**src/rtl/hazard_ctrl_unit.sv**
```systemverilog
// Stall/flush controller for the 5-stage RV32I pipeline: load-use bubbles, branch flushes,
// data-memory freezes with a timeout error state, and saturating stall/flush counters.
module hazard_ctrl_unit #(
  parameter int MEM_TIMEOUT = 255,
  parameter int CNT_W       = 32
) (
  input  logic             clk,
  input  logic             rst_n,
  input  logic [4:0]       ifid_rs1,
  input  logic [4:0]       ifid_rs2,
  input  logic             ifid_uses_rs1,
  input  logic             ifid_uses_rs2,
  input  logic [4:0]       idex_rd,
  input  logic             idex_mem_read,
  input  logic             branch_taken,
  input  logic             dmem_req,
  input  logic             dmem_ready,
  output logic             pc_we,
  output logic             ifid_we,
  output logic             idex_we,
  output logic             exmem_we,
  output logic             memwb_we,
  output logic             ifid_flush,
  output logic             idex_flush,
  output logic             memwb_flush,
  output logic             mem_err,
  output logic [CNT_W-1:0] stall_cycles,
  output logic [CNT_W-1:0] flush_events
);

  localparam logic [1:0] S_RUN      = 2'd0;
  localparam logic [1:0] S_MEM_WAIT = 2'd1;
  localparam logic [1:0] S_ERR      = 2'd2;

  localparam logic [15:0]      TIMEOUT_LAST = 16'(MEM_TIMEOUT - 1);
  localparam logic [1:0]       FIRST_WAIT_STATE = (MEM_TIMEOUT == 1) ? S_ERR : S_MEM_WAIT;
  localparam logic [CNT_W-1:0] CNT_MAX = {CNT_W{1'b1}};
  localparam logic [CNT_W-1:0] CNT_ONE = CNT_W'(1);

  logic [1:0]       state_r;
  logic [1:0]       state_nxt_s;
  logic [15:0]      wait_cnt_r;
  logic [15:0]      wait_cnt_nxt_s;
  logic             mem_err_r;
  logic [CNT_W-1:0] stall_cnt_r;
  logic [CNT_W-1:0] flush_cnt_r;
  logic             load_use_s;
  logic             mem_wait_s;
  logic             freeze_s;
  logic             branch_s;
  logic             bubble_s;

  assign load_use_s = idex_mem_read & (idex_rd != 5'd0) &
                      ((ifid_uses_rs1 & (ifid_rs1 == idex_rd)) |
                       (ifid_uses_rs2 & (ifid_rs2 == idex_rd)));
  assign mem_wait_s = dmem_req & ~dmem_ready;

  // Hazard priority and next-state decode; an unknown state is treated as a fault.
  always_comb begin
    freeze_s       = 1'b0;
    branch_s       = 1'b0;
    bubble_s       = 1'b0;
    state_nxt_s    = state_r;
    wait_cnt_nxt_s = wait_cnt_r;
    case (state_r)
      S_RUN, S_MEM_WAIT: begin
        if (mem_wait_s) begin
          freeze_s = 1'b1;
          if (state_r == S_RUN) begin
            wait_cnt_nxt_s = 16'd1;
            state_nxt_s    = FIRST_WAIT_STATE;
          end else if (wait_cnt_r == TIMEOUT_LAST) begin
            state_nxt_s = S_ERR;
          end else begin
            wait_cnt_nxt_s = wait_cnt_r + 16'd1;
          end
        end else begin
          // Release from a wait is evaluated exactly like a running cycle.
          branch_s       = branch_taken;
          bubble_s       = ~branch_taken & load_use_s;
          wait_cnt_nxt_s = 16'd0;
          state_nxt_s    = S_RUN;
        end
      end
      S_ERR: begin
        freeze_s = 1'b1;
      end
      default: begin
        freeze_s    = 1'b1;
        state_nxt_s = S_ERR;
      end
    endcase
  end

  assign pc_we        = ~(freeze_s | bubble_s);
  assign ifid_we      = ~(freeze_s | bubble_s);
  assign idex_we      = ~freeze_s;
  assign exmem_we     = ~freeze_s;
  assign memwb_we     = ~freeze_s;
  assign ifid_flush   = branch_s;
  assign idex_flush   = branch_s | bubble_s;
  assign memwb_flush  = freeze_s;
  assign mem_err      = mem_err_r;
  assign stall_cycles = stall_cnt_r;
  assign flush_events = flush_cnt_r;

  // State, wait counter, sticky error and saturating activity counters.
  always_ff @(posedge clk or negedge rst_n) begin
    if (!rst_n) begin
      state_r     <= S_RUN;
      wait_cnt_r  <= 16'd0;
      mem_err_r   <= 1'b0;
      stall_cnt_r <= '0;
      flush_cnt_r <= '0;
    end else begin
      state_r    <= state_nxt_s;
      wait_cnt_r <= wait_cnt_nxt_s;
      mem_err_r  <= (state_nxt_s == S_ERR);
      if (!pc_we && (stall_cnt_r != CNT_MAX)) begin
        stall_cnt_r <= stall_cnt_r + CNT_ONE;
      end else begin
        stall_cnt_r <= stall_cnt_r;
      end
      if (branch_s && (flush_cnt_r != CNT_MAX)) begin
        flush_cnt_r <= flush_cnt_r + CNT_ONE;
      end else begin
        flush_cnt_r <= flush_cnt_r;
      end
    end
  end

endmodule

```
**config.mk**
```make
export PLATFORM = sky130hd
export DESIGN_NAME = hazard_ctrl_unit
export DESIGN_NICKNAME = d
export VERILOG_FILES = /design/src/rtl/hazard_ctrl_unit.sv
export SDC_FILE = /design/constraint.sdc
export NUM_CORES = 1
export LEC_CHECK = 0
export ABC_CLOCK_PERIOD_IN_PS = 2300
export CAP_MARGIN = 15
export CORE_UTILIZATION = 46
export CTS_CLUSTER_SIZE = 24
export DETAILED_ROUTE_END_ITERATION = 7
export GPL_TIMING_DRIVEN = 0
export MAX_ROUTING_LAYER = met4
export PLACE_DENSITY = 0.77
export SLEW_MARGIN = 25
export SYNTH_ARGS = -nofsm -noshare
export SYNTH_HDL_FRONTEND = slang
export SYNTH_SLANG_ARGS = --single-unit
```
**constraint.sdc**
```tcl
create_clock -name clk -period 2.3 [get_ports clk]
set_clock_uncertainty 0.1 [all_clocks]
set_input_delay 0.345 -clock clk [delete_from_list [all_inputs] [get_ports clk]]
set_output_delay 0.345 -clock clk [all_outputs]
set_load 0.005 [all_outputs]
```
==> flow_metrics.env, run 1 <==
export IMPL_ff2ff_setup_slack_ps=20
export IMPL_fin_util_pct=66.6
export IMPL_ys_ff_latch=83
export IMPL_cts_root_buf="clkbuf_8"
export IMPL_r2r_cells=9
export IMPL_place_congestion=0.915
export IMPL_postPlaceCellArea_sq_um=5310
export IMPL_synthMuxAreaShare_pct=0.536
export IMPL_htreeDepth=3
export IMPL_crit_slowest_cell="or4bb_4"
export IMPL_syn_avg_cell_area_sq_um=10.0
export IMPL_globalRouteOverflowTotal=0
export IMPL_slowest_delay_ps=460
export IMPL_vdd_drop_max_mv=0.530
export IMPL_setup_viol=0
export IMPL_die_w_um=97.6
export IMPL_numCtsBuffers=9
export IMPL_r2r_end="wait_cnt_r[11]$_DFFE_PN0P_"
export IMPL_r2r_start="wait_cnt_r[0]$_DFFE_PN0P_"
export IMPL_violations="DRC"
export IMPL_synth_compound_area_share_pct=6.49
export IMPL_clockBufferDepth=2
export IMPL_grt_pass1_vias=3516
export IMPL_min_to="flush_events[11]$_DFFE_PN0P_"
export IMPL_arrival_ps=2410
export IMPL_yosysTopAreaCellShare_pct=49.4
export IMPL_postLayoutCellArea_sq_um=5860
export IMPL_dieArea_sq_um=9530
export IMPL_die_y_um=97.6
export IMPL_synthTopCellsByArea="dfrtp_1 (49%), xnor2_1 (9.0%), xor2_1 (6.9%)"
export IMPL_placed_cells=623
export IMPL_synth_simple_area_share_pct=23.8
export IMPL_dp_hpwl_um=7160
export IMPL_synth_area_sq_um=4210
export IMPL_holdWs_ps=393
export IMPL_setup_ws_ps=19.4
export IMPL_drt_first_pass_iters=7
export IMPL_cp_end_kind="flop"
export IMPL_cts_sinks=83
export IMPL_synth_seq_area_share_pct=49.4
export IMPL_p_total_mw=3.60
export IMPL_syn_inst=419
export IMPL_antenna_found_initial=0
export IMPL_synth_top_area_cell="dfrtp_1"
export IMPL_critical_path_buf_inv_count=2
export IMPL_grt_use_total_pct=23.2
export IMPL_clkLatencyLatePin_ps=360
export IMPL_synth_top_family_by_area="simple AND/OR/NAND/NOR gates"
export IMPL_hold_depth=1
export IMPL_cp_start_kind="flop"
export IMPL_ant_nets=0
export IMPL_p_leak_nw=2.50
export IMPL_fp_coreArea_sq_um=8810
export IMPL_clk_pin_slew_ps=90
export IMPL_crit_fanout=5
export IMPL_worstPathCellList="inv_1 > ha_1 > or4bb_4 > nor4_4 > a2111o_1 > buf_4 > nor2_1 > o21ai_1 > o21ai_0"
export IMPL_report_final_slew_viol_count=0
export IMPL_period_needed_ps=2280
export IMPL_hold_start="flush_events[11]$_DFFE_PN0P_"
export IMPL_final_nets=573
export IMPL_wirelength_um=10400
export IMPL_yosysWarnings=0
export IMPL_tightest_slew_ps=620
export IMPL_setup_total_negative_slack_ps=0
export IMPL_synth_nets=446
export IMPL_status="complete, but fails checks"
export IMPL_cp_data_required_time_ps=2430
export IMPL_power_density_nw_per_um2=614
export IMPL_routedWlPerCell_um=15.7
export IMPL_drcViolationCount=10
export IMPL_ios=96
export IMPL_drive_above_1_share_pct=16.0
export IMPL_hold_viol=0
export IMPL_cts_tree="yes"
export IMPL_synth_adder_area_share_pct=1.19
export IMPL_syn_to_final_growth_pct=39.4
export IMPL_routed_via_density=5.52
export IMPL_grt_setup_unrepaired="true"
export IMPL_rows=34
export IMPL_synth_xor_area_share_pct=15.8
export IMPL_start_util_pct=47.8
export IMPL_final_period_utilization_pct=99.2
export IMPL_cp_top_family="simple AND/OR/NAND/NOR gates"
export IMPL_final_cell_mix="dfrtp_1 (82), clkdlybuf4s50_1 (82), nand2_1 (43), xnor2_1 (43), nand3_1 (35)"
export IMPL_num_vias=3636
export IMPL_finalNonFillerCells=659
export IMPL_grt_start_max_net_pins=46
export IMPL_max_cap_viol_count=0
export IMPL_diodes=0
export IMPL_ys_types=39
export IMPL_port_buffer_count=95
export IMPL_grt_pass1_wl_um=17000
export IMPL_fmax_mhz=438
export IMPL_drtIter0Drc=253
export IMPL_crit_type="reg2reg"
export IMPL_dpl_worst_slack_ps=-1060
export IMPL_hold_class="reg2reg"
export IMPL_slew_limit_headroom_pct=58.4
final cells by class:
class	count	area, sq um
multi-input combinational	314	2190
timing repair buffer	116	1110
clock inverter	7	76.3
sequential	83	2080
buffer	10	91.3
clock buffer	9	124
inverter	12	47.5
tap	108	135
fill	654	2950
report_power, final:
group | switching, mW | internal (mW) | total [mW]
logic | 0.277 | 0.460 | 0.736
registers | 0.194 | 1.59 | 1.78
clock network | 0.570 | 0.509 | 1.08
kinds of logic after synthesis:
kind of cell / after synthesis
AO/OA/AOI/OAI: 44
multiplexers: 2
buffers and inverters: 22
AND/OR/NAND/NOR: 188
XOR/XNOR: 76
adder cells (fa/ha/maj): 4
flip-flops: 83
synthesized netlist by cell type:
cell,number
and3_1,10
o31ai_1,6
xor2_1,33
ha_1,4
dfrtp_1,83
or4_1,1
a21oi_2,2
or4bb_1,1
or3_1,1
a211oi_1,2
or3_4,1
a31oi_1,2
buf_6,2
or4b_1,1
nand3_1,36
o21ai_0,15
buf_2,4
nand2_1,44
nor2b_1,6
a21oi_1,3
nand2b_1,5
a2111o_1,1
o22ai_1,1
nor3_2,1
mux2_2,2
nor4_4,2
inv_1,12
and4_1,5
a31o_2,2
or2_2,1
buf_4,4
nor3_1,20
a32oi_1,1
nor4_1,15
nor2_1,23
nand4_1,15
o21ai_1,8
xnor2_1,43
a22o_1,1
routing by layer:
layer	track usage, %	wire length [um]	vias up	part of all wire (%)
met5	-	0	-	0
met3	5.32	503	9	4.9
li1	-	-	1728	-
met4	6.41	118	0	1.1
met2	36.9	5160	113	50
met1	29.9	4570	1786	44
registers in the layout (all words and copies together), names as in the netlist:
name          cells
flush_events     32
stall_cycles     32
wait_cnt_r       16
state_r           2
mem_err           1
repair_timing:
item | CTS | global route
hold buffers | 1 | 0
resized for setup | 40 | 35
pin swaps | 11 | 16
setup buffers | 5 | 12
gates cloned | 0 | 2
hold endpoints to repair | 44 | 0
setup endpoints to repair | 66 | 56
how the worst max path moves through the flow:
stage | startpoint | to | depth (start not counted)
2_1_floorplan | stall_cycles[0]$_DFFE_PN0P_ | stall_cycles[1]$_DFFE_PN0P_ | 7
3_3_place_gp | rst_n | wait_cnt_r[3]$_DFFE_PN0P_ | 1
3_5_place_dp | idex_rd[1] | pc_we | 7
4_1_cts | ifid_rs1[4] | pc_we | 8
5_1_grt | wait_cnt_r[0]$_DFFE_PN0P_ | wait_cnt_r[7]$_DFFE_PN0P_ | 9
6_report | wait_cnt_r[0]$_DFFE_PN0P_ | wait_cnt_r[11]$_DFFE_PN0P_ | 9
Power figures use the tool's default switching activity.
==> run 2, diff against run 1 <==
- RECOVER_POWER: not set -> 25
==> run 2 against run 1 <==
Against the previous run:
- the flow still finishes with violations (DRC)
- sequential power about the same
- worst hold slack worse by 0.61 ps
- first-iteration DRC count decreased by 13%
- largest power group unchanged
==> flow_metrics.env, run 2 (synthesis results as in run 1) <==
export IMPL_cp_start_kind="flop"
export IMPL_syn_to_final_growth_pct=39.0
export IMPL_ant_nets=0
export IMPL_clockBufferDepth=2
export IMPL_p_leak_nw=2.49
export IMPL_htreeDepth=3
export IMPL_grt_use_total_pct=23.2
export IMPL_wirelength_um=10300
export IMPL_drtIter0Drc=220
export IMPL_setup_viol=0
export IMPL_die_y_um=97.6
export IMPL_cts_root_buf="clkbuf_8"
export IMPL_power_density_nw_per_um2=615
export IMPL_hold_class="reg2reg"
export IMPL_dp_hpwl_um=7160
export IMPL_routed_via_density=5.52
export IMPL_hold_viol=0
export IMPL_fmax_mhz=438
export IMPL_worstPathCellList="inv_1 > ha_1 > or4bb_4 > nor4_4 > a2111o_1 > buf_4 > nor2_1 > o21ai_1 > o21ai_0"
export IMPL_antenna_found_initial=0
export IMPL_status="complete, but fails checks"
export IMPL_drt_first_pass_iters=7
export IMPL_violations="DRC"
export IMPL_drcViolationCount=10
export IMPL_setup_ws_ps=19.4
export IMPL_slowest_delay_ps=460
export IMPL_globalRouteOverflowTotal=0
export IMPL_dieArea_sq_um=9530
export IMPL_clk_pin_slew_ps=90
export IMPL_max_cap_viol_count=0
export IMPL_final_nets=573
export IMPL_routedWlPerCell_um=15.7
export IMPL_drive_above_1_share_pct=16.0
export IMPL_final_cell_mix="dfrtp_1 (82), clkdlybuf4s50_1 (82), nand2_1 (43), xnor2_1 (43), nand3_1 (35)"
export IMPL_p_total_mw=3.59
export IMPL_slew_limit_headroom_pct=27.2
export IMPL_final_period_utilization_pct=99.2
export IMPL_cts_tree="yes"
export IMPL_diodes=0
export IMPL_fp_coreArea_sq_um=8810
export IMPL_die_w_um=97.6
export IMPL_numCtsBuffers=9
export IMPL_crit_fanout=5
export IMPL_clkLatencyLatePin_ps=360
export IMPL_placed_cells=623
export IMPL_grt_setup_unrepaired="true"
export IMPL_place_congestion=0.915
export IMPL_start_util_pct=47.8
export IMPL_crit_type="reg2reg"
export IMPL_cts_sinks=83
export IMPL_crit_slowest_cell="or4bb_4"
export IMPL_tightest_slew_ps=1090
export IMPL_num_vias=3638
export IMPL_grt_pass1_vias=3516
export IMPL_report_final_slew_viol_count=0
export IMPL_cp_end_kind="flop"
export IMPL_port_buffer_count=95
export IMPL_period_needed_ps=2280
export IMPL_grt_start_max_net_pins=46
export IMPL_setup_total_negative_slack_ps=0
export IMPL_ios=96
export IMPL_dpl_worst_slack_ps=-1060
export IMPL_rows=34
export IMPL_grt_pass1_wl_um=17000
export IMPL_vdd_drop_max_mv=0.530
export IMPL_cp_data_required_time_ps=2430
export IMPL_arrival_ps=2410
export IMPL_finalNonFillerCells=659
## run 2: cell types whose count changed in the layout (fill, tap and decap cells not counted)
cell,change
buf_12,-1
buf_4,-1
clkbuf_2,+1
clkbuf_4,+1
## run 2: area by class of cell
cell class / instances / area [sq um]
inverter: 12 / 47.5
buffer: 10 / 91.3
clock inverter: 7 / 76.3
sequential: 83 / 2080
fill: 656 / 2960
clock buffer: 9 / 124
multi-input combinational: 314 / 2190
timing repair buffer: 116 / 1100
tap: 108 / 135
## run 2: through the flow
| step | util (%) | hold slack (ps) | instance area, sq um |
|---|---|---|---|
| 3_3_place_gp | 60.1 | 374 | 5290 |
| 5_1_grt | 66.4 | 414 | 5850 |
| 2_1_floorplan | - | -50.6 | 4210 |
| 3_5_place_dp | 60.3 | 285 | 5310 |
| 6_report | 66.4 | 393 | 5850 |
| 4_1_cts | 64.2 | 400 | 5650 |
## run 2: worst paths after layout
check | start | endpoint | slack [ps] | depth (start not counted)
min reg2reg | flush_events[11]$_DFFE_PN0P_ | flush_events[11]$_DFFE_PN0P_ | 390 | 1
max | wait_cnt_r[0]$_DFFE_PN0P_ | wait_cnt_r[11]$_DFFE_PN0P_ | 20 | 9
min | flush_events[11]$_DFFE_PN0P_ | flush_events[11]$_DFFE_PN0P_ | 390 | 1
max in group asynchronous | rst_n | stall_cycles[0]$_DFFE_PN0P_ | 240 | 3
min in group asynchronous | rst_n | flush_events[30]$_DFFE_PN0P_ | 620 | 2
max reg2reg | wait_cnt_r[0]$_DFFE_PN0P_ | wait_cnt_r[11]$_DFFE_PN0P_ | 20 | 9
## run 2: critical path, delay by kind of cell, from the launching register on
| kind | cells | cell delay, ps |
|---|---|---|
| flops | 1 | 380 |
| compound gates | 3 | 460 |
| simple gates | 3 | 850 |
| buf+inv | 2 | 220 |
| fa+ha+maj | 1 | 130 |
## run 2: timing repair
action                     4_1_cts  5_1_grt
cloned                           0        2
hold buffers                     1        0
setup endpoints to repair       66       56
hold endpoints to repair        44        0
pin swaps                       11       16
resized for setup               40       35
setup buffers                    5       12
## run 2: power breakdown
part           total, mW  switching (mW)  internal [mW]
clock network       1.08           0.567          0.509
logic              0.732           0.276          0.456
registers           1.78           0.194           1.59
## run 2: per-layer routing
layer | GRT usage [%] | part of all wire [%] | vias up
met5 | - | 0 | -
met4 | 6.41 | 1.2 | 0
met2 | 36.9 | 50 | 128
li1 | - | - | 1726
met1 | 29.9 | 43 | 1775
met3 | 5.32 | 5.4 | 9
==> run 3, diff against run 2 <==
- PLACE_DENSITY: 0.77 -> 0.8
==> run 3 against run 2 <==
Against the previous run:
- the run ends with DRC, setup timing left
- worst hold slack gained 2.9 ps
- die area did not move
- core utilization is 0.55 points higher
- flip-flop and latch count unchanged
- sequential share of layout area down 0.27 points
- design area grew 0.83%
- combinational power grew 3.3%
- count of clock-buffer cells in the layout grew 1
- non-clock buffer count grew 2
- worst setup slack worse by 31 ps
- first-iteration DRC count unchanged
- largest power group unchanged
- via count increased by 1.3%
==> flow_metrics.env, run 3 (synthesis results as in run 1) <==
export IMPL_slew_limit_headroom_pct=25.4
export IMPL_fp_coreArea_sq_um=8810
export IMPL_nFillCells=681
export IMPL_setup_viol=1
export IMPL_holdWs_ps=396
export IMPL_finalNonFillerCells=661
export IMPL_htreeDepth=3
export IMPL_drtIter0Drc=220
export IMPL_drt_first_pass_iters=6
export IMPL_report_final_slew_viol_count=0
export IMPL_final_cell_mix="clkdlybuf4s50_1 (82), dfrtp_1 (81), nand2_1 (42), xnor2_1 (42), nand3_1 (34)"
export IMPL_postPlaceCellArea_sq_um=5310
export IMPL_cts_tree="yes"
export IMPL_die_w_um=97.6
export IMPL_placed_cells=623
export IMPL_ant_nets=0
export IMPL_fmax_mhz=433
export IMPL_r2r_start="flush_events[0]$_DFFE_PN0P_"
export IMPL_cp_data_required_time_ps=2460
export IMPL_period_needed_ps=2310
export IMPL_drcViolationCount=8
export IMPL_cp_endpoint="flush_events[1]$_DFFE_PN0P_"
export IMPL_r2r_cells=7
export IMPL_dieArea_sq_um=9530
export IMPL_setup_ws_ps=-11.1
export IMPL_final_nets=575
export IMPL_cp_start_kind="flop"
export IMPL_rows=34
export IMPL_antenna_found_initial=0
export IMPL_ios=96
export IMPL_p_leak_nw=2.52
export IMPL_drive_above_1_share_pct=16.6
export IMPL_status="complete, but fails checks"
export IMPL_die_y_um=97.6
export IMPL_routedWlPerCell_um=16.0
export IMPL_grt_start_max_net_pins=46
export IMPL_start_util_pct=47.8
export IMPL_dp_hpwl_um=7220
export IMPL_power_density_nw_per_um2=617
export IMPL_diodes=0
export IMPL_numCtsBuffers=9
export IMPL_ff_latch_area_sq_um=2080
export IMPL_final_period_utilization_pct=100
export IMPL_clockBufferDepth=2
export IMPL_ff2ff_setup_slack_ps=-10
export IMPL_p_total_mw=3.63
export IMPL_routed_via_density=5.58
export IMPL_startpoint="flush_events[0]$_DFFE_PN0P_"
export IMPL_max_cap_viol_count=0
export IMPL_hold_viol=0
export IMPL_crit_type="reg2reg"
export IMPL_hold_class="reg2reg"
export IMPL_fin_util_pct=66.9
export IMPL_syn_to_final_growth_pct=40.2
export IMPL_tightest_slew_ps=1120
export IMPL_vdd_drop_max_mv=0.453
export IMPL_grt_pass1_vias=3432
export IMPL_cts_sinks=83
export IMPL_place_congestion=0.860
export IMPL_cts_root_buf="clkbuf_8"
export IMPL_cp_end_kind="flop"
export IMPL_globalRouteOverflowTotal=0
export IMPL_grt_use_total_pct=22.8
export IMPL_final_common_cell="clkdlybuf4s50_1"
export IMPL_clkLatencyLatePin_ps=360
export IMPL_crit_fanout=4
export IMPL_multi_input_area_sq_um=2190
export IMPL_postLayoutCellArea_sq_um=5890
export IMPL_violations="DRC, setup timing"
export IMPL_grt_setup_unrepaired="true"
export IMPL_grt_pass1_wl_um=16800
export IMPL_wirelength_um=10600
export IMPL_num_vias=3686
export IMPL_arrival_ps=2470
export IMPL_port_buffer_count=95
export IMPL_clk_pin_slew_ps=90
export IMPL_r2r_end="flush_events[1]$_DFFE_PN0P_"
## run 3: changes by cell type in the layout (fill, tap and decap cells not counted), sizes merged
cell           delta
buf               +3
clkinv            -2
clkbuf            -1
clkdlybuf4s15     +1
clkinvlp          +1
dlygate4sd2       -1
dlymetal6s2s      +1
## run 3: worst min path at each step
stage / from / end / slack, ps / depth (start not counted)
2_1_floorplan: rst_n / flush_events[0]$_DFFE_PN0P_ / -50 / 0
3_3_place_gp: wait_cnt_r[15]$_DFFE_PN0P_ / wait_cnt_r[15]$_DFFE_PN0P_ / 380 / 1
3_5_place_dp: rst_n / flush_events[20]$_DFFE_PN0P_ / 290 / 1
4_1_cts: wait_cnt_r[15]$_DFFE_PN0P_ / wait_cnt_r[15]$_DFFE_PN0P_ / 390 / 1
5_1_grt: flush_events[22]$_DFFE_PN0P_ / flush_events[22]$_DFFE_PN0P_ / 420 / 1
6_report: wait_cnt_r[15]$_DFFE_PN0P_ / wait_cnt_r[15]$_DFFE_PN0P_ / 400 / 1
## run 3: report_power, final
| group | internal (mW) | switching, mW |
|---|---|---|
| sequential | 1.59 | 0.176 |
| combinational | 0.466 | 0.290 |
| clock | 0.542 | 0.568 |
| total | 2.60 | 1.03 |
## run 3: final cells by class
type	instances	share of cell area, %
Buffer	10	1.68
Clock buffer	10	2.33
Clock inverter	6	1.23
Inverter	12	0.807
Multi-Input combinational cell	314	37.2
Sequential cell	83	35.3
Tap cell	108	2.29
Timing Repair Buffer	118	19.1
## run 3: routing by layer
metal / vias up / global-route usage [%] / wire, um
li1: 1732 / - / -
met4: 0 / 9.79 / 233
met3: 22 / 3.02 / 389
met1: 1832 / 29.9 / 4660
met5: - / - / 0
met2: 100 / 35.7 / 5280
## run 3: what timing repair did
item / 4_1_cts / 5_1_grt
pin swaps: 10 / 15
hold endpoints to repair: 44 / 0
setup endpoints to repair: 69 / 45
gates cloned: 0 / 1
resized for setup: 38 / 40
setup buffers: 5 / 15
hold buffers: 1 / 0
## run 3: per-stage QoR
stage / TNS [ps] / setup WS (ps)
floorplan: 0 / 103
global placement: -196230 / -2090
detailed placement: -25260 / -1010
CTS: -34.6 / -34.6
global route: -2770 / -77.4
finish: -11.1 / -11.1
## run 3: critical path: stages, from the launching register on
cell	delay, ps
dfrtp_1	420
ha_2	240
nand2_2	70
or3_4	370
nor4_4	470
a21oi_4	120
buf_6	150
mux2_2	250
